<file path="config.mk">
export PLATFORM = sky130hd
export DESIGN_NAME = mem_loader_flat
export DESIGN_NICKNAME = d
export VERILOG_FILES = /design/src/rtl/loader_pkg.sv /design/src/rtl/mem_loader_if.sv /design/src/rtl/mem_loader_byte_packer.sv /design/src/rtl/mem_loader.sv /design/src/flat_wrapper.sv
export SDC_FILE = /design/constraint.sdc
export NUM_CORES = 1
export LEC_CHECK = 0
export CAP_MARGIN = 25
export CORE_MARGIN = 5
export CORE_UTILIZATION = 55
export DETAILED_ROUTE_END_ITERATION = 8
export DONT_BUFFER_PORTS = 1
export PLACE_DENSITY = 0.75
export SYNTH_ARGS = -nofsm -noshare
export SYNTH_HDL_FRONTEND = slang
export SYNTH_SLANG_ARGS = --single-unit
</file>
<file path="constraint.sdc">
create_clock -name clock -period 3.95 [get_ports clock]
set_input_delay 0.395 -clock clock [delete_from_list [all_inputs] [get_ports clock]]
set_output_delay 0.395 -clock clock [all_outputs]
set_load 0.01 [all_outputs]
</file>
<file path="src/rtl/loader_pkg.sv">
// Shared types and constants for the stream-to-memory loader and the memory_ip wrapper.
// Latency: n/a (declarations only).
// Backpressure: n/a.
package loader_pkg;

    localparam int BYTE_W       = 8;
    localparam int DEF_ADDR_W   = 9;
    localparam int DEF_DATA_W   = 16;
    localparam int DEF_READ_LAT = 2;
    // Wide enough for any practical RAM read latency
    localparam int LAT_W        = 4;

    typedef enum logic [3:0] {
        S_IDLE,
        S_RECV_HI,
        S_RECV_LO,
        S_WR_SETUP,
        S_WR_STROBE,
        S_RD_ISSUE,
        S_RD_WAIT,
        S_RD_CMP,
        S_DONE,
        S_ERROR
    } state_t;

endpackage

</file>
<file path="src/rtl/mem_loader_if.sv">
// Byte stream in, single-port RAM bus out, bundled for the loader.
// Latency: n/a (wires only).
// Backpressure: in_ready from the loader throttles the byte source.
interface mem_loader_if
    import loader_pkg::*;
#(
    parameter int ADDR_W = DEF_ADDR_W,
    parameter int DATA_W = DEF_DATA_W
);
    logic              in_valid;
    logic [BYTE_W-1:0] in_byte;
    logic              in_ready;
    logic [ADDR_W-1:0] mem_address;
    logic [DATA_W-1:0] mem_data;
    logic              mem_wren;
    logic              mem_rden;
    logic [DATA_W-1:0] mem_q;

    // Loader side
    modport master (
        input  in_valid, in_byte, mem_q,
        output in_ready, mem_address, mem_data, mem_wren, mem_rden
    );

    // Byte source and RAM side
    modport slave (
        output in_valid, in_byte, mem_q,
        input  in_ready, mem_address, mem_data, mem_wren, mem_rden
    );
endinterface

</file>
<file path="src/rtl/mem_loader_byte_packer.sv">
// Pairs two stream bytes (high first) into one 16-bit word.
// Latency: word presented combinationally in the cycle the low byte transfers.
// Backpressure: transfers only when the loader's registered ready is high.
module byte_packer
    import loader_pkg::*;
(
    input  logic                clock,
    input  logic                reset,
    input  logic                ready_i,
    input  logic                lo_phase_i,
    input  logic                in_valid_i,
    input  logic [BYTE_W-1:0]   in_byte_i,
    output logic                fire_o,
    output logic                word_vld_o,
    output logic [2*BYTE_W-1:0] word_o
);
    logic [BYTE_W-1:0] hi_q;

    assign fire_o     = in_valid_i && ready_i;
    assign word_vld_o = fire_o && lo_phase_i;
    assign word_o     = {hi_q, in_byte_i};

    // Hold the high byte until its partner arrives
    always_ff @(posedge clock or posedge reset) begin
        if (reset) begin
            hi_q <= '0;
        end else if (fire_o && !lo_phase_i) begin
            hi_q <= in_byte_i;
        end
    end

endmodule

</file>
<file path="src/rtl/mem_loader.sv">
// Loads N stream words into RAM from BASE_ADDR, reads them back and checks an additive checksum.
// Latency: 4 clocks per word to write plus READ_LAT+1 per word to verify, after the start clock.
// Backpressure: in_ready only in the receive states; in_valid low stalls indefinitely.
module mem_loader
    import loader_pkg::*;
#(
    parameter int ADDR_W    = DEF_ADDR_W,
    parameter int DATA_W    = DEF_DATA_W,
    parameter int BASE_ADDR = 1,
    parameter int READ_LAT  = DEF_READ_LAT
) (
    input  logic              clock,
    input  logic              reset,
    input  logic              start,
    input  logic [ADDR_W-1:0] word_count,
    mem_loader_if.master      bus,
    output logic              busy,
    output logic              done,
    output logic              error,
    output logic [DATA_W-1:0] checksum
);
    localparam logic [ADDR_W-1:0] BASE_A  = ADDR_W'(BASE_ADDR);
    localparam logic [LAT_W-1:0]  WAIT_LD = (READ_LAT > 1) ? LAT_W'(READ_LAT - 2) : '0;

    state_t            state_q;
    logic [ADDR_W-1:0] addr_q;
    logic [ADDR_W-1:0] wcnt_q;
    logic [ADDR_W-1:0] n_q;
    logic [DATA_W-1:0] vsum_q;
    logic [LAT_W-1:0]  wait_q;
    logic              in_ready_q;
    logic [ADDR_W-1:0] mem_address_q;
    logic [DATA_W-1:0] mem_data_q;
    logic              mem_wren_q;
    logic              mem_rden_q;
    logic              busy_q;
    logic              done_q;
    logic              error_q;
    logic [DATA_W-1:0] checksum_q;

    logic              fire;
    logic              word_vld;
    logic [DATA_W-1:0] word;
    logic [ADDR_W:0]   end_excl_d;
    logic              range_bad_d;
    logic [ADDR_W-1:0] wcnt_d;
    logic              last_d;
    logic [DATA_W-1:0] vsum_d;

    // The one-past-last address must fit in the counter, so the post-write
    // increment can never wrap back onto low addresses.
    assign end_excl_d  = {1'b0, BASE_A} + {1'b0, word_count};
    assign range_bad_d = (word_count == '0) || end_excl_d[ADDR_W];
    assign wcnt_d      = wcnt_q + 1'b1;
    assign last_d      = (wcnt_d == n_q);
    assign vsum_d      = vsum_q + bus.mem_q;

    byte_packer u_packer (
        .clock      (clock),
        .reset      (reset),
        .ready_i    (in_ready_q),
        .lo_phase_i (state_q == S_RECV_LO),
        .in_valid_i (bus.in_valid),
        .in_byte_i  (bus.in_byte),
        .fire_o     (fire),
        .word_vld_o (word_vld),
        .word_o     (word)
    );

    // Main sequencer: receive, write, read back, compare; all outputs registered
    always_ff @(posedge clock or posedge reset) begin
        if (reset) begin
            state_q       <= S_IDLE;
            addr_q        <= '0;
            wcnt_q        <= '0;
            n_q           <= '0;
            vsum_q        <= '0;
            wait_q        <= '0;
            in_ready_q    <= 1'b0;
            mem_address_q <= '0;
            mem_data_q    <= '0;
            mem_wren_q    <= 1'b0;
            mem_rden_q    <= 1'b0;
            busy_q        <= 1'b0;
            done_q        <= 1'b0;
            error_q       <= 1'b0;
            checksum_q    <= '0;
        end else begin
            unique case (state_q)
                S_IDLE, S_DONE, S_ERROR: begin
                    if (start) begin
                        done_q  <= 1'b0;
                        error_q <= range_bad_d;
                        if (range_bad_d) begin
                            state_q <= S_ERROR;
                        end else begin
                            checksum_q <= '0;
                            vsum_q     <= '0;
                            addr_q     <= BASE_A;
                            wcnt_q     <= '0;
                            n_q        <= word_count;
                            busy_q     <= 1'b1;
                            in_ready_q <= 1'b1;
                            state_q    <= S_RECV_HI;
                        end
                    end
                end
                S_RECV_HI: begin
                    if (fire) begin
                        state_q <= S_RECV_LO;
                    end
                end
                S_RECV_LO: begin
                    if (word_vld) begin
                        in_ready_q    <= 1'b0;
                        mem_address_q <= addr_q;
                        mem_data_q    <= word;
                        state_q       <= S_WR_SETUP;
                    end
                end
                S_WR_SETUP: begin
                    checksum_q <= checksum_q + mem_data_q;
                    mem_wren_q <= 1'b1;
                    state_q    <= S_WR_STROBE;
                end
                S_WR_STROBE: begin
                    mem_wren_q <= 1'b0;
                    if (last_d) begin
                        wcnt_q        <= '0;
                        addr_q        <= BASE_A;
                        mem_address_q <= BASE_A;
                        mem_rden_q    <= 1'b1;
                        state_q       <= S_RD_ISSUE;
                    end else begin
                        wcnt_q     <= wcnt_d;
                        addr_q     <= addr_q + 1'b1;
                        in_ready_q <= 1'b1;
                        state_q    <= S_RECV_HI;
                    end
                end
                S_RD_ISSUE: begin
                    mem_rden_q <= 1'b0;
                    wait_q     <= WAIT_LD;
                    state_q    <= (READ_LAT > 1) ? S_RD_WAIT : S_RD_CMP;
                end
                S_RD_WAIT: begin
                    if (wait_q == '0) begin
                        state_q <= S_RD_CMP;
                    end else begin
                        wait_q <= wait_q - 1'b1;
                    end
                end
                S_RD_CMP: begin
                    vsum_q <= vsum_d;
                    wcnt_q <= wcnt_d;
                    if (last_d) begin
                        busy_q <= 1'b0;
                        if (vsum_d == checksum_q) begin
                            done_q  <= 1'b1;
                            state_q <= S_DONE;
                        end else begin
                            error_q <= 1'b1;
                            state_q <= S_ERROR;
                        end
                    end else begin
                        addr_q        <= addr_q + 1'b1;
                        mem_address_q <= addr_q + 1'b1;
                        mem_rden_q    <= 1'b1;
                        state_q       <= S_RD_ISSUE;
                    end
                end
                default: begin
                    state_q <= S_IDLE;
                end
            endcase
        end
    end

    assign bus.in_ready    = in_ready_q;
    assign bus.mem_address = mem_address_q;
    assign bus.mem_data    = mem_data_q;
    assign bus.mem_wren    = mem_wren_q;
    assign bus.mem_rden    = mem_rden_q;
    assign busy            = busy_q;
    assign done            = done_q;
    assign error           = error_q;
    assign checksum        = checksum_q;

endmodule

</file>
<file path="src/flat_wrapper.sv">
// flat-port wrapper written by rule: the top's interface ports become plain ports
module mem_loader_flat import loader_pkg::*;
#(
    parameter int ADDR_W    = DEF_ADDR_W,
    parameter int DATA_W    = DEF_DATA_W,
    parameter int BASE_ADDR = 1,
    parameter int READ_LAT  = DEF_READ_LAT
)
  (clock, reset, start, word_count, busy, done, error, checksum, bus_in_valid, bus_in_byte, bus_mem_q, bus_in_ready, bus_mem_address, bus_mem_data, bus_mem_wren, bus_mem_rden);
  mem_loader_if #(.ADDR_W(ADDR_W), .DATA_W(DATA_W)) bus_i ();
  input  logic clock;
  input  logic reset;
  input  logic start;
  input  logic [ADDR_W-1:0] word_count;
  output logic busy;
  output logic done;
  output logic error;
  output logic [DATA_W-1:0] checksum;
  input wire logic [$bits(bus_i.in_valid)-1:0] bus_in_valid;
  input wire logic [$bits(bus_i.in_byte)-1:0] bus_in_byte;
  input wire logic [$bits(bus_i.mem_q)-1:0] bus_mem_q;
  output wire logic [$bits(bus_i.in_ready)-1:0] bus_in_ready;
  output wire logic [$bits(bus_i.mem_address)-1:0] bus_mem_address;
  output wire logic [$bits(bus_i.mem_data)-1:0] bus_mem_data;
  output wire logic [$bits(bus_i.mem_wren)-1:0] bus_mem_wren;
  output wire logic [$bits(bus_i.mem_rden)-1:0] bus_mem_rden;
  assign bus_i.in_valid = bus_in_valid;
  assign bus_i.in_byte = bus_in_byte;
  assign bus_i.mem_q = bus_mem_q;
  assign bus_in_ready = bus_i.in_ready;
  assign bus_mem_address = bus_i.mem_address;
  assign bus_mem_data = bus_i.mem_data;
  assign bus_mem_wren = bus_i.mem_wren;
  assign bus_mem_rden = bus_i.mem_rden;
  mem_loader #(.ADDR_W(ADDR_W), .DATA_W(DATA_W), .BASE_ADDR(BASE_ADDR), .READ_LAT(READ_LAT)) u_core (.clock(clock), .reset(reset), .start(start), .word_count(word_count), .bus(bus_i), .busy(busy), .done(done), .error(error), .checksum(checksum));
endmodule
</file>
==> results of run 1 <==
[state kept, by name, summed over array words and instances, names as in the netlist]
signal,cells
u_core.n_q,9
u_core.busy,1
u_core.bus.mem_data,16
u_core.bus.mem_wren,1
u_core.error,1
u_core.done,1
u_core.bus.in_ready,1
u_core.vsum_q,16
u_core.addr_q,9
u_core.state_q,4
u_core.bus.mem_rden,1
u_core.wcnt_q,9
u_core.bus.mem_address,9
u_core.checksum,16
u_core.u_packer.hi_q,8
u_core.wait_q,4
[timing repair]
item                                   in CTS  in global routing
hold buffers                                0                  1
endpoints found under the hold margin       0                 11
setup endpoints to repair                   0                  0
setup buffers                               0                  0
[worst max-delay path: stages (launching register included)]
cell                      delay [ns]
sky130_fd_sc_hd__dfrtp_1        0.45
sky130_fd_sc_hd__ha_1           0.31
sky130_fd_sc_hd__and3_1         0.21
sky130_fd_sc_hd__and3_1         0.25
sky130_fd_sc_hd__nand3_1        0.17
sky130_fd_sc_hd__xnor2_1        0.24
sky130_fd_sc_hd__nand3_1        0.15
sky130_fd_sc_hd__nor4_2         0.28
sky130_fd_sc_hd__a21oi_1        0.14
sky130_fd_sc_hd__o21ai_2        0.50
sky130_fd_sc_hd__mux2_2         0.40
[where the power goes]
group	internal, mW	switching [mW]	total (mW)	leakage, nW
combinational	0.116	0.162	0.278	1.91
clock	0.491	0.386	0.877	0.138
sequential	1.10	0.0109	1.11	1.25
[cell families (layout without fill, tap and decap cells)]
family	Yosys count	count (layout)	synth area share (%)
adder cells (fa/ha/maj)	36	36	7.02
multiplexers	29	29	4.87
XOR/XNOR	61	61	9.00
AND/OR/NAND/NOR	259	259	18.0
flip-flops	106	106	40.0
buffers and inverters	47	45	2.72
AO/OA/AOI/OAI	187	187	18.4
[per-stage QoR]
step | power (mW) | instance area, um^2 | hold WS [ns] | std cells | worst slack [ns]
3_3_place_gp | 1.40 | 6780 | 0.442 | 852 | 0.872
3_5_place_dp | 1.40 | 6780 | 0.461 | 852 | 0.777
6_report | 2.26 | 7090 | 0.163 | 870 | 0.742
2_1_floorplan | 1.35 | 6630 | 0.435 | 725 | 0.766
5_1_grt | 2.36 | 7090 | 0.164 | 870 | 0.468
4_1_cts | 2.27 | 7060 | 0.157 | 868 | 0.788
[synth_stat cells (9+ instances only)]
library cell                 n
sky130_fd_sc_hd__nand2_1   121
sky130_fd_sc_hd__dfrtp_1   106
sky130_fd_sc_hd__o21ai_0    54
sky130_fd_sc_hd__nor2_1     50
sky130_fd_sc_hd__xnor2_1    36
sky130_fd_sc_hd__a21oi_1    34
sky130_fd_sc_hd__ha_1       34
sky130_fd_sc_hd__mux2_2     26
sky130_fd_sc_hd__o22ai_1    23
sky130_fd_sc_hd__clkbuf_1   22
sky130_fd_sc_hd__nand3_1    22
sky130_fd_sc_hd__inv_1      20
sky130_fd_sc_hd__xor2_1     20
sky130_fd_sc_hd__o31ai_1    15
sky130_fd_sc_hd__a21o_1     12
sky130_fd_sc_hd__nor3_1     10
sky130_fd_sc_hd__nand4_1     9
[per-layer routing]
metal | wire length (um) | GRT usage [%] | vias to the layer above
met5 | 0 | 0 | -
met3 | 1030 | 4.81 | 17
li1 | - | - | 2593
met2 | 7270 | 34.2 | 178
met1 | 7040 | 31.4 | 2614
met4 | 172 | 5.08 | 0
[layout by cell type (no fill, tap or decap), types with 8 or more instances in the layout]
cell type                     n
sky130_fd_sc_hd__nand2_1    121
sky130_fd_sc_hd__dfrtp_1    106
sky130_fd_sc_hd__o21ai_0     54
sky130_fd_sc_hd__nor2_1      49
sky130_fd_sc_hd__xnor2_1     36
sky130_fd_sc_hd__a21oi_1     34
sky130_fd_sc_hd__ha_1        34
sky130_fd_sc_hd__mux2_2      26
sky130_fd_sc_hd__o22ai_1     23
sky130_fd_sc_hd__nand3_1     22
sky130_fd_sc_hd__xor2_1      20
sky130_fd_sc_hd__inv_1       19
sky130_fd_sc_hd__o31ai_1     15
sky130_fd_sc_hd__a21o_1      12
sky130_fd_sc_hd__nor3_1      10
sky130_fd_sc_hd__nand4_1      9
sky130_fd_sc_hd__clkbuf_16    9
sky130_fd_sc_hd__and3_1       8
[cell type report]
type	count	area share [%]
timing repair buffer	9	1.27
clock buffer	13	3.39
clock inverter	3	0.564
multi-input combinational	572	53.7
sequential	106	37.4
tap	147	2.59
inverter	20	1.09
[path summary, 6_finish.rpt]
check                                                     from                                     to  slack (ns)  cells after the start
max                               u_core.wcnt_q[0]$_DFFE_PP0P_  u_core.bus.mem_address[7]$_DFFE_PP0P_        0.74                     10
min                                             bus_in_byte[0]     u_core.bus.mem_data[0]$_DFFE_PP0P_        0.16                      2
max reg2reg                       u_core.wcnt_q[0]$_DFFE_PP0P_  u_core.bus.mem_address[7]$_DFFE_PP0P_        0.74                     10
min reg2reg                u_core.u_packer.hi_q[0]$_DFFE_PP0P_     u_core.bus.mem_data[8]$_DFFE_PP0P_        0.48                      2
max in group asynchronous                                reset           u_core.wcnt_q[2]$_DFFE_PP0P_        2.57                      4
min in group asynchronous                                reset     u_core.bus.mem_data[2]$_DFFE_PP0P_        0.44                      2
==> parameters.txt, run 1 <==
Parameter                              Value

Status
  Run status    finished clean

Yosys
  Cell taking the most area after synthesis    sky130_fd_sc_hd__dfrtp_1
  Portion of synthesized cell area occupied by the leading cell type    40.0%
  Proportion of synthesized chip area in sequential cells    40.0%
  FFs w/ async S/R, synth    100%
  Synthesized flop and latch total    106
  Number of flops mapped to enable cells by yosys    0
  Cell types with the largest area share after synthesis    sky130_fd_sc_hd__dfrtp_1, sky130_fd_sc_hd__nand2_1, sky130_fd_sc_hd__ha_1
  Number of unique standard cell types used by synthesis    62
  Synth Net Count    798
  Mapped Area    6630 um^2
  Post-Syn Area per Cell    9.15 um^2
  YS warnings    0
  Synth Instances    725
  Flip-flop cell with the highest count after synthesis    sky130_fd_sc_hd__dfrtp_1

Placement
  Buffers added on ports    0
  RD Place Congestion    0.899
  Final HPWL from detailed placement    11500 um

Layout
  Area growth from synthesis to layout    6.94%
  Count of inserted antenna diode cells    0
  Final layout net count    791
  Share of the core filled with cells    59.6%
  Filler cell count in the final layout    1022
  Multi-input logic area    3810 um^2
  Layout cells sized above 1    8.85%
  Area of all sequential standard cells    2650 um^2

STA
  Final max-slew violation count    0
  Worst setup skew after layout    0.00750 ns
  Setup violation total in the final timing report    0
  Number of hold violations in the final report    0
  Time the final worst path needs with I/O delays and setup    3.21 ns
  Fmax    312 MHz
  Sum of negative setup slack    0 ns
  Unrepaired setup endpoints after global routing    false
  Actual slew at the worst max-slew pin    0.761 ns
  Normalized max-slew margin    49.2%
  Final clock period utilization by the worst path    81.2%

Drt
  Violation count after the first detailed-routing iteration    443
  Aggregate routed wire length    15500 um
  Number of nets with antenna violations after detailed routing    0
  First-pass iteration count of the detailed router    5
  Overall via count from detail_route    5402
  Ratio of routed vias to standard cells    6.21
  Wire per inst    17.8 um
  Remaining design rule violation count    0

CTS
  Clk Latency, worst-skew pair    0.35 ns
  Number of gates resized after CTS    0
  Count of clock tree sinks    106
  Number of buffers inserted during clock tree synthesis    9
  TritonCTS clock tree    yes
  Number of H-tree levels    3
  Maximum clock insertion buffer count    2
  Clock slew at the register clock pins of the worst setup and hold paths    0.07 ns
  Clk Tree Root Cell    sky130_fd_sc_hd__clkbuf_16

Floorplanning
  Standard cell core area    11900 um^2
  Ports placed on the boundary    84
  Num rows    40
  Initial cell density of the core    55.7%
  Die area    14400 um^2
  Die Span X    120 um
  Die H    120 um

Power
  Power density over cell area    319 nW/um^2
  Maximum ir drop on the vdd rail    0.000255 V
  Lkg Pwr    3.29 nW

Critical path
  Critical path data required time    4.18 ns
  Type of origin of the critical path    flop
  Element type at the critical path end    flop
  Largest driver fanout on the critical path    9
  Signal arrival time at the worst endpoint    3.44 ns
  Crit Path Class    flop to flop

Job
  MaxCap Viol Count    0

GRT
  Number of global-route vias before repair    5033
  Global-route wire length before repair    25700 um
  Largest net degree at the start of global routing    82
  All-Layer GR Usage    21.9%
  Remaining global-route overflow    0
  Antenna violations before repair    0

Hold path
  Classification of the worst-slack hold path    input port to flop
Note: power is estimated with default switching activity, not from simulation.
==> run 2: changes to the inputs <==
PLACE_DENSITY = 0.78   (was 0.75)
clock period = 2.9 ns   (was 3.95 ns; I/O delays follow)
==> run 2 against run 1 <==
  * Sequential power increased by 36%
  * Sequential share of layout area shrank 2.5 points
  * Flip-flop and latch count is the same
  * Highest routed layer unchanged
==> parameters.txt, run 2 (synthesized netlist as in run 1, its figures left out) <==
Parameter                              Value

Status
  Run status    finished clean

CTS
  Clock slew at the register clock pins of the worst setup and hold paths    0.07 ns (about the same)
  Clk Latency, worst-skew pair    0.35 ns (about the same)
  TritonCTS clock tree    yes
  Number of buffers inserted during clock tree synthesis    9 (unchanged)
  Count of clock tree sinks    106 (unchanged)
  Maximum clock insertion buffer count    2 (unchanged)
  Number of H-tree levels    3 (unchanged)
  Clk Tree Root Cell    sky130_fd_sc_hd__clkbuf_16

STA
  Final clock period utilization by the worst path    99.0% (+18 points)
  Time the final worst path needs with I/O delays and setup    2.87 ns (-0.337 ns)
  Final max-slew violation count    0 (unchanged)
  Fmax    348 MHz (+12%)
  Setup violation total in the final timing report    0 (unchanged)
  Normalized max-slew margin    53.6% (+4.4 points)
  Sum of negative setup slack    0 ns (unchanged)
  Worst setup skew after layout    0.00902 ns (+0.00153 ns)
  Unrepaired setup endpoints after global routing    true
  Actual slew at the worst max-slew pin    0.695 ns (-0.0667 ns)
  Number of hold violations in the final report    0 (unchanged)

Drt
  Overall via count from detail_route    5694 (+5.4%)
  Wire length the detailed router placed on met1    7330 um (+4.1%)
  Highest metal layer used by the detailed router    met4
  Wire per inst    18.4 um (+3.0%)
  Remaining design rule violation count    0 (unchanged)
  Ratio of routed vias to standard cells    6.21 (about the same)
  Number of nets with antenna violations after detailed routing    0 (unchanged)
  WL met2    8010 um (+10%)
  Aggregate routed wire length    16800 um (+8.6%)
  Total length of routed met3 wires    1160 um (+13%)
  First-pass iteration count of the detailed router    5 (unchanged)
  Violation count after the first detailed-routing iteration    481 (+8.6%)

Critical path
  Largest driver fanout on the critical path    4 (-5)
  Signal arrival time at the worst endpoint    3.11 ns (-0.33 ns)
  Worst stage delay on the critical path    0.36 ns (-0.14 ns)
  Element type at the critical path end    flop
  Type of origin of the critical path    flop
  Critical path data required time    3.14 ns (-1.04 ns)
  Cell family with most CP delay    compound AO/OA/AOI/OAI gates
  CP Buf/Inv Count    1 (+1)
  Slowest cell on crit path    sky130_fd_sc_hd__nor4_4
  Cells along the critical path    ha_2, inv_2, fa_2, nor2b_1, o211ai_1, nand2_2, a31oi_4, o311ai_2, o211ai_2, xnor3_1, nor4_4, mux2i_1, a21o_1
  Crit Path Class    flop to flop

GRT
  Largest net degree at the start of global routing    78 (-4.9%)
  Global-route wire length before repair    27500 um (+6.7%)
  Remaining global-route overflow    0 (unchanged)
  Number of global-route vias before repair    5487 (+9.0%)
  Antenna violations before repair    0 (unchanged)
  All-Layer GR Usage    23.6% (+1.7 points)

Placement
  RD Place Congestion    0.883 (-1.8%)
  Final HPWL from detailed placement    12400 um (+7.3%)
  Buffers added on ports    0 (unchanged)

Power
  Lkg Pwr    3.55 nW (+7.7%)
  Power density over cell area    421 nW/um^2 (+32%)
  Maximum ir drop on the vdd rail    0.000439 V (+72%)

Job
  MaxCap Viol Count    0 (unchanged)

Floorplanning
  Standard cell core area    11900 um^2 (unchanged)
  Initial cell density of the core    55.7% (unchanged)
  Num rows    40 (unchanged)
  Die Span X    120 um (unchanged)
  Ports placed on the boundary    84 (unchanged)
  Die area    14400 um^2 (unchanged)
  Die H    120 um (unchanged)

Layout
  Count of inserted antenna diode cells    0 (unchanged)
  Filler cell count in the final layout    953 (-6.8%)
  Area growth from synthesis to layout    14.7%
  Top library cells by usage in the layout, fill and taps aside    sky130_fd_sc_hd__nand2_1, sky130_fd_sc_hd__dfrtp_1, sky130_fd_sc_hd__o21ai_0, sky130_fd_sc_hd__buf_4, sky130_fd_sc_hd__nor2_1
  Final layout net count    838 (+5.9%)
  Layout cells sized above 1    17.1% (+8.3 points)
  Share of the core filled with cells    63.9% (+4.3 points)
  Most common library cell in the layout ignoring fill and taps    sky130_fd_sc_hd__nand2_1

Hold path
  Classification of the worst-slack hold path    input port to flop
run 2: path summary, 6_finish.rpt:
path	startpoint	endpoint	slack [ns]	cells after the start
max	u_core.vsum_q[0]$_DFFE_PP0P_	u_core.done$_DFFE_PP0P_	0.03	13
min	bus_in_byte[0]	u_core.bus.mem_data[0]$_DFFE_PP0P_	0.05	2
max reg2reg	u_core.vsum_q[0]$_DFFE_PP0P_	u_core.done$_DFFE_PP0P_	0.03	13
min reg2reg	u_core.u_packer.hi_q[7]$_DFFE_PP0P_	u_core.bus.mem_data[15]$_DFFE_PP0P_	0.47	2
max in group asynchronous	reset	u_core.addr_q[8]$_DFFE_PP0P_	1.56	3
min in group asynchronous	reset	u_core.u_packer.hi_q[0]$_DFFE_PP0P_	0.52	2
run 2: final cells by class:
| type | instances | area (um^2) | share of cell area (%) |
|---|---|---|---|
| multi-input combinational | 572 | 3940 | 51.7 |
| clock inverter | 2 | 35.0 | 0.460 |
| inverter | 20 | 78.8 | 1.04 |
| tap | 147 | 184 | 2.42 |
| clock buffer | 14 | 264 | 3.47 |
| timing repair buffer | 56 | 460 | 6.05 |
| sequential | 106 | 2650 | 34.8 |
run 2: power breakdown:
group	internal, mW	switching [mW]	leakage [nW]
Combinational	0.208	0.247	2.15
Sequential	1.50	0.0151	1.25
Clock	0.717	0.519	0.147
Total	2.42	0.780	3.55
run 2: worst reg2reg max path, delay by kind of cell, from the launching register on:
family                     cells  cell delay, ns
buffers and inverters          1            0.04
AOI/OAI and AO/OA              5            0.85
and+or+nand+nor                3            0.62
DFF                            1            0.35
muxes                          1            0.12
adders and majority gates      2            0.53
xor gates and xnor gates       1            0.25
run 2: what timing repair did:
item / CTS / global route
hold endpoints to repair: 29 / 0
pin swaps: 4 / 3
setup endpoints to repair: 6 / 29
hold buffers: 1 / 0
resized for setup: 7 / 18
buffers inserted: 0 / 4
cloned: 0 / 0
run 2: through the flow:
stage	power (mW)	cell area (um^2)	worst slack (ns)	hold WS, ns	instances
2_1_floorplan	1.84	6640	0.0445	0.395	725
3_3_place_gp	1.95	7150	-0.0127	0.278	896
3_5_place_dp	1.96	7150	-0.128	0.287	896
4_1_cts	3.20	7500	0.000143	0.0382	913
5_1_grt	3.33	7610	-0.137	0.0451	917
6_report	3.20	7610	0.0297	0.0470	917
run 2: per-layer routing:
| metal | up-vias | global-route usage [%] |
|---|---|---|
| met3 | 32 | 5.94 |
| met1 | 2778 | 31.5 |
| met4 | 0 | 7.87 |
| met5 | - | 0 |
| li1 | 2683 | - |
| met2 | 201 | 37.7 |
==> run 3: changes to the inputs <==
CORE_UTILIZATION = 58   (was 55)
PLACE_DENSITY = 0.81   (was 0.78)
==> run 3 against run 2 <==
  * Sequential share of layout area increased by 0.20 points
  * Sequential power about the same
  * The flow now finishes with violations (negative setup slack)
  * Routed wire length decreased by 1.5%
  * Clock power about the same
  * Non-clock buffer count decreased by 3
  * Flip-flop and latch count unchanged
  * Largest power group unchanged
  * Highest routed layer unchanged
  * Setup slack got worse by 0.14 ns
  * First-iteration DRC count decreased by 27%
  * Via count decreased by 1.3%
  * Final area decreased by 0.58%
==> parameters.txt, run 3 (synthesized netlist as in run 1, its figures left out) <==
Parameter                              Value

Status
  Run status    finished, violations left
  Failing checks    negative setup slack

Layout
  Share of the core filled with cells    66.9% (+2.9 points)
  Most common library cell in the layout ignoring fill and taps    sky130_fd_sc_hd__nand2_1
  Area of all sequential standard cells    2650 um^2 (unchanged)
  Layout cells sized above 1    16.8% (-0.30 points)
  Count of inserted antenna diode cells    0 (unchanged)
  Area growth from synthesis to layout    14.1%
  Multi-input logic area    3930 um^2 (-0.25%)
  Final layout net count    835 (-0.36%)
  Top library cells by usage in the layout, fill and taps aside    sky130_fd_sc_hd__nand2_1, sky130_fd_sc_hd__dfrtp_1, sky130_fd_sc_hd__o21ai_0
  Filler cell count in the final layout    902 (-5.4%)
  Post-layout instance area    7570 um^2 (-0.58%)

Critical path
  Signal arrival time at the worst endpoint    3.25 ns (+0.14 ns)
  Cell depth of the worst flop-to-flop path    13 (unchanged)
  Crit Path Class    flop to flop
  Element type at the critical path end    flop
  Reg2Reg Launch Point    u_core.vsum_q[0]$_DFFE_PP0P_
  Type of origin of the critical path    flop
  Largest driver fanout on the critical path    5 (+1)
  FF-to-FF End    u_core.done$_DFFE_PP0P_
  Setup slack of the most critical reg-to-reg path    -0.11 ns (-0.14 ns)
  Critical path data required time    3.14 ns (about the same)

GRT
  All-Layer GR Usage    24.9% (+1.3 points)
  Remaining global-route overflow    0 (unchanged)
  Largest net degree at the start of global routing    107 (+37%)
  Antenna violations before repair    0 (unchanged)
  Global-route wire length before repair    26800 um (-2.4%)
  Number of global-route vias before repair    5390 (-1.8%)

Drt
  Overall via count from detail_route    5621 (-1.3%)
  Number of nets with antenna violations after detailed routing    0 (unchanged)
  Aggregate routed wire length    16600 um (-1.5%)
  Wire per inst    18.2 um (-0.65%)
  First-pass iteration count of the detailed router    5 (unchanged)
  Remaining design rule violation count    0 (unchanged)
  Violation count after the first detailed-routing iteration    353 (-27%)
  Ratio of routed vias to standard cells    6.18 (-0.41%)

STA
  Fmax    332 MHz (-4.6%)
  Normalized max-slew margin    52.0% (-1.6 points)
  Time the final worst path needs with I/O delays and setup    3.01 ns (+0.139 ns)
  Final worst setup slack    -0.109 ns (-0.139 ns)
  Actual slew at the worst max-slew pin    0.721 ns (+0.0261 ns)
  Final clock period utilization by the worst path    104% (+4.8 points)
  Number of hold violations in the final report    0 (unchanged)
  Setup violation total in the final timing report    3 (+3)
  Worst setup skew after layout    0.00674 ns (-0.00229 ns)
  Unrepaired setup endpoints after global routing    true
  Final max-slew violation count    0 (unchanged)

Floorplanning
  Die area    13700 um^2 (-4.7%)
  Initial cell density of the core    58.6% (+2.9 points)
  Die Span X    117 um (-2.4%)
  Ports placed on the boundary    84 (unchanged)
  Num rows    39 (-2.5%)
  Die H    117 um (-2.4%)
  Standard cell core area    11300 um^2 (-5.0%)

Placement
  Final HPWL from detailed placement    12100 um (-2.1%)
  Post-detailed-placement cell area    7130 um^2 (-0.28%)
  Buffers added on ports    0 (unchanged)
  RD Place Congestion    0.897 (+1.6%)

CTS
  Clock slew at the register clock pins of the worst setup and hold paths    0.07 ns (about the same)
  Number of buffers inserted during clock tree synthesis    9 (unchanged)
  Number of H-tree levels    3 (unchanged)
  Maximum clock insertion buffer count    2 (unchanged)
  TritonCTS clock tree    yes
  Clk Latency, worst-skew pair    0.35 ns (about the same)
  Clk Tree Root Cell    sky130_fd_sc_hd__clkbuf_16
  Count of clock tree sinks    106 (unchanged)

Power
  Power density over cell area    420 nW/um^2 (-0.18%)
  Maximum ir drop on the vdd rail    0.000385 V (-12%)
  Lkg Pwr    3.54 nW (-0.22%)

Job
  MaxCap Viol Count    0 (unchanged)

Hold path
  Classification of the worst-slack hold path    input port to flop
  Hold Crit Start    bus_in_byte[7]
  Capture endpoint of the worst hold path    u_core.bus.mem_data[7]$_DFFE_PP0P_
  Hold Path Stages    2 (unchanged)
[run 3: cell count changes in the layout (fill, tap and decap cells not counted), sizes merged]
| cell | delta |
|---|---|
| clkbuf | -4 |
| buf | -3 |
| clkinv | +2 |
| inv | +1 |
[run 3: worst max-delay path by stage]
stage                                 startpoint                       to
floorplan           u_core.vsum_q[0]$_DFFE_PP0P_  u_core.done$_DFFE_PP0P_
global placement    u_core.vsum_q[0]$_DFFE_PP0P_  u_core.done$_DFFE_PP0P_
detailed placement  u_core.vsum_q[0]$_DFFE_PP0P_  u_core.done$_DFFE_PP0P_
CTS                 u_core.vsum_q[0]$_DFFE_PP0P_  u_core.done$_DFFE_PP0P_
global route        u_core.vsum_q[0]$_DFFE_PP0P_  u_core.done$_DFFE_PP0P_
finish              u_core.vsum_q[0]$_DFFE_PP0P_  u_core.done$_DFFE_PP0P_
[run 3: area by class of cell]
type | instances | area share (%)
sequential | 106 | 35.0
clock inverter | 5 | 0.711
tap | 143 | 2.36
inverter | 20 | 1.04
timing repair buffer | 53 | 5.79
multi-input combinational | 572 | 51.9
clock buffer | 10 | 3.16
[run 3: critical path, cell delays in order, from the launching register on]
cell	delay [ns]
sky130_fd_sc_hd__dfrtp_1	0.39
sky130_fd_sc_hd__ha_2	0.19
sky130_fd_sc_hd__inv_2	0.05
sky130_fd_sc_hd__fa_2	0.21
sky130_fd_sc_hd__nor2b_2	0.05
sky130_fd_sc_hd__o211ai_1	0.29
sky130_fd_sc_hd__nand2_2	0.10
sky130_fd_sc_hd__a31oi_4	0.28
sky130_fd_sc_hd__xnor3_1	0.27
sky130_fd_sc_hd__nor4_2	0.32
sky130_fd_sc_hd__nand4_1	0.19
sky130_fd_sc_hd__nor4_4	0.27
sky130_fd_sc_hd__mux2i_1	0.12
sky130_fd_sc_hd__a21o_1	0.17
[run 3: what timing repair did]
item,CTS,global route
gates resized for setup,11,10
pin swaps,6,2
hold endpoints to repair,8,0
hold buffers,1,0
endpoints found under the setup margin,8,19
setup buffers,3,0
[run 3: where the power goes]
group | leakage (nW) | total, mW | switching, mW | internal [mW]
Combinational | 2.14 | 0.453 | 0.245 | 0.207
Clock | 0.148 | 1.21 | 0.526 | 0.687
Sequential | 1.25 | 1.51 | 0.0156 | 1.50
[run 3: routing by layer]
metal / share of wire [%] / GRT usage [%] / up-vias
li1: - / - / 2673
met1: 45 / 33.6 / 2739
met2: 46 / 38.9 / 176
met3: 6.3 / 6.89 / 33
met4: 2.4 / 8.72 / 0
met5: 0 / 0 / -
[run 3: through the flow]
stage	setup slack [ns]	power, mW	hold slack, ns	TNS [ns]	cells
after floorplan	0.0445	1.84	0.395	0	725
after global placement	-0.0224	1.95	0.367	-0.0317	890
after detailed placement	-0.151	1.96	0.373	-0.321	890
after CTS	-0.0291	3.20	0.0352	-0.0291	909
after global routing	-0.191	3.31	0.0392	-0.504	909
final	-0.109	3.18	0.0452	-0.249	909
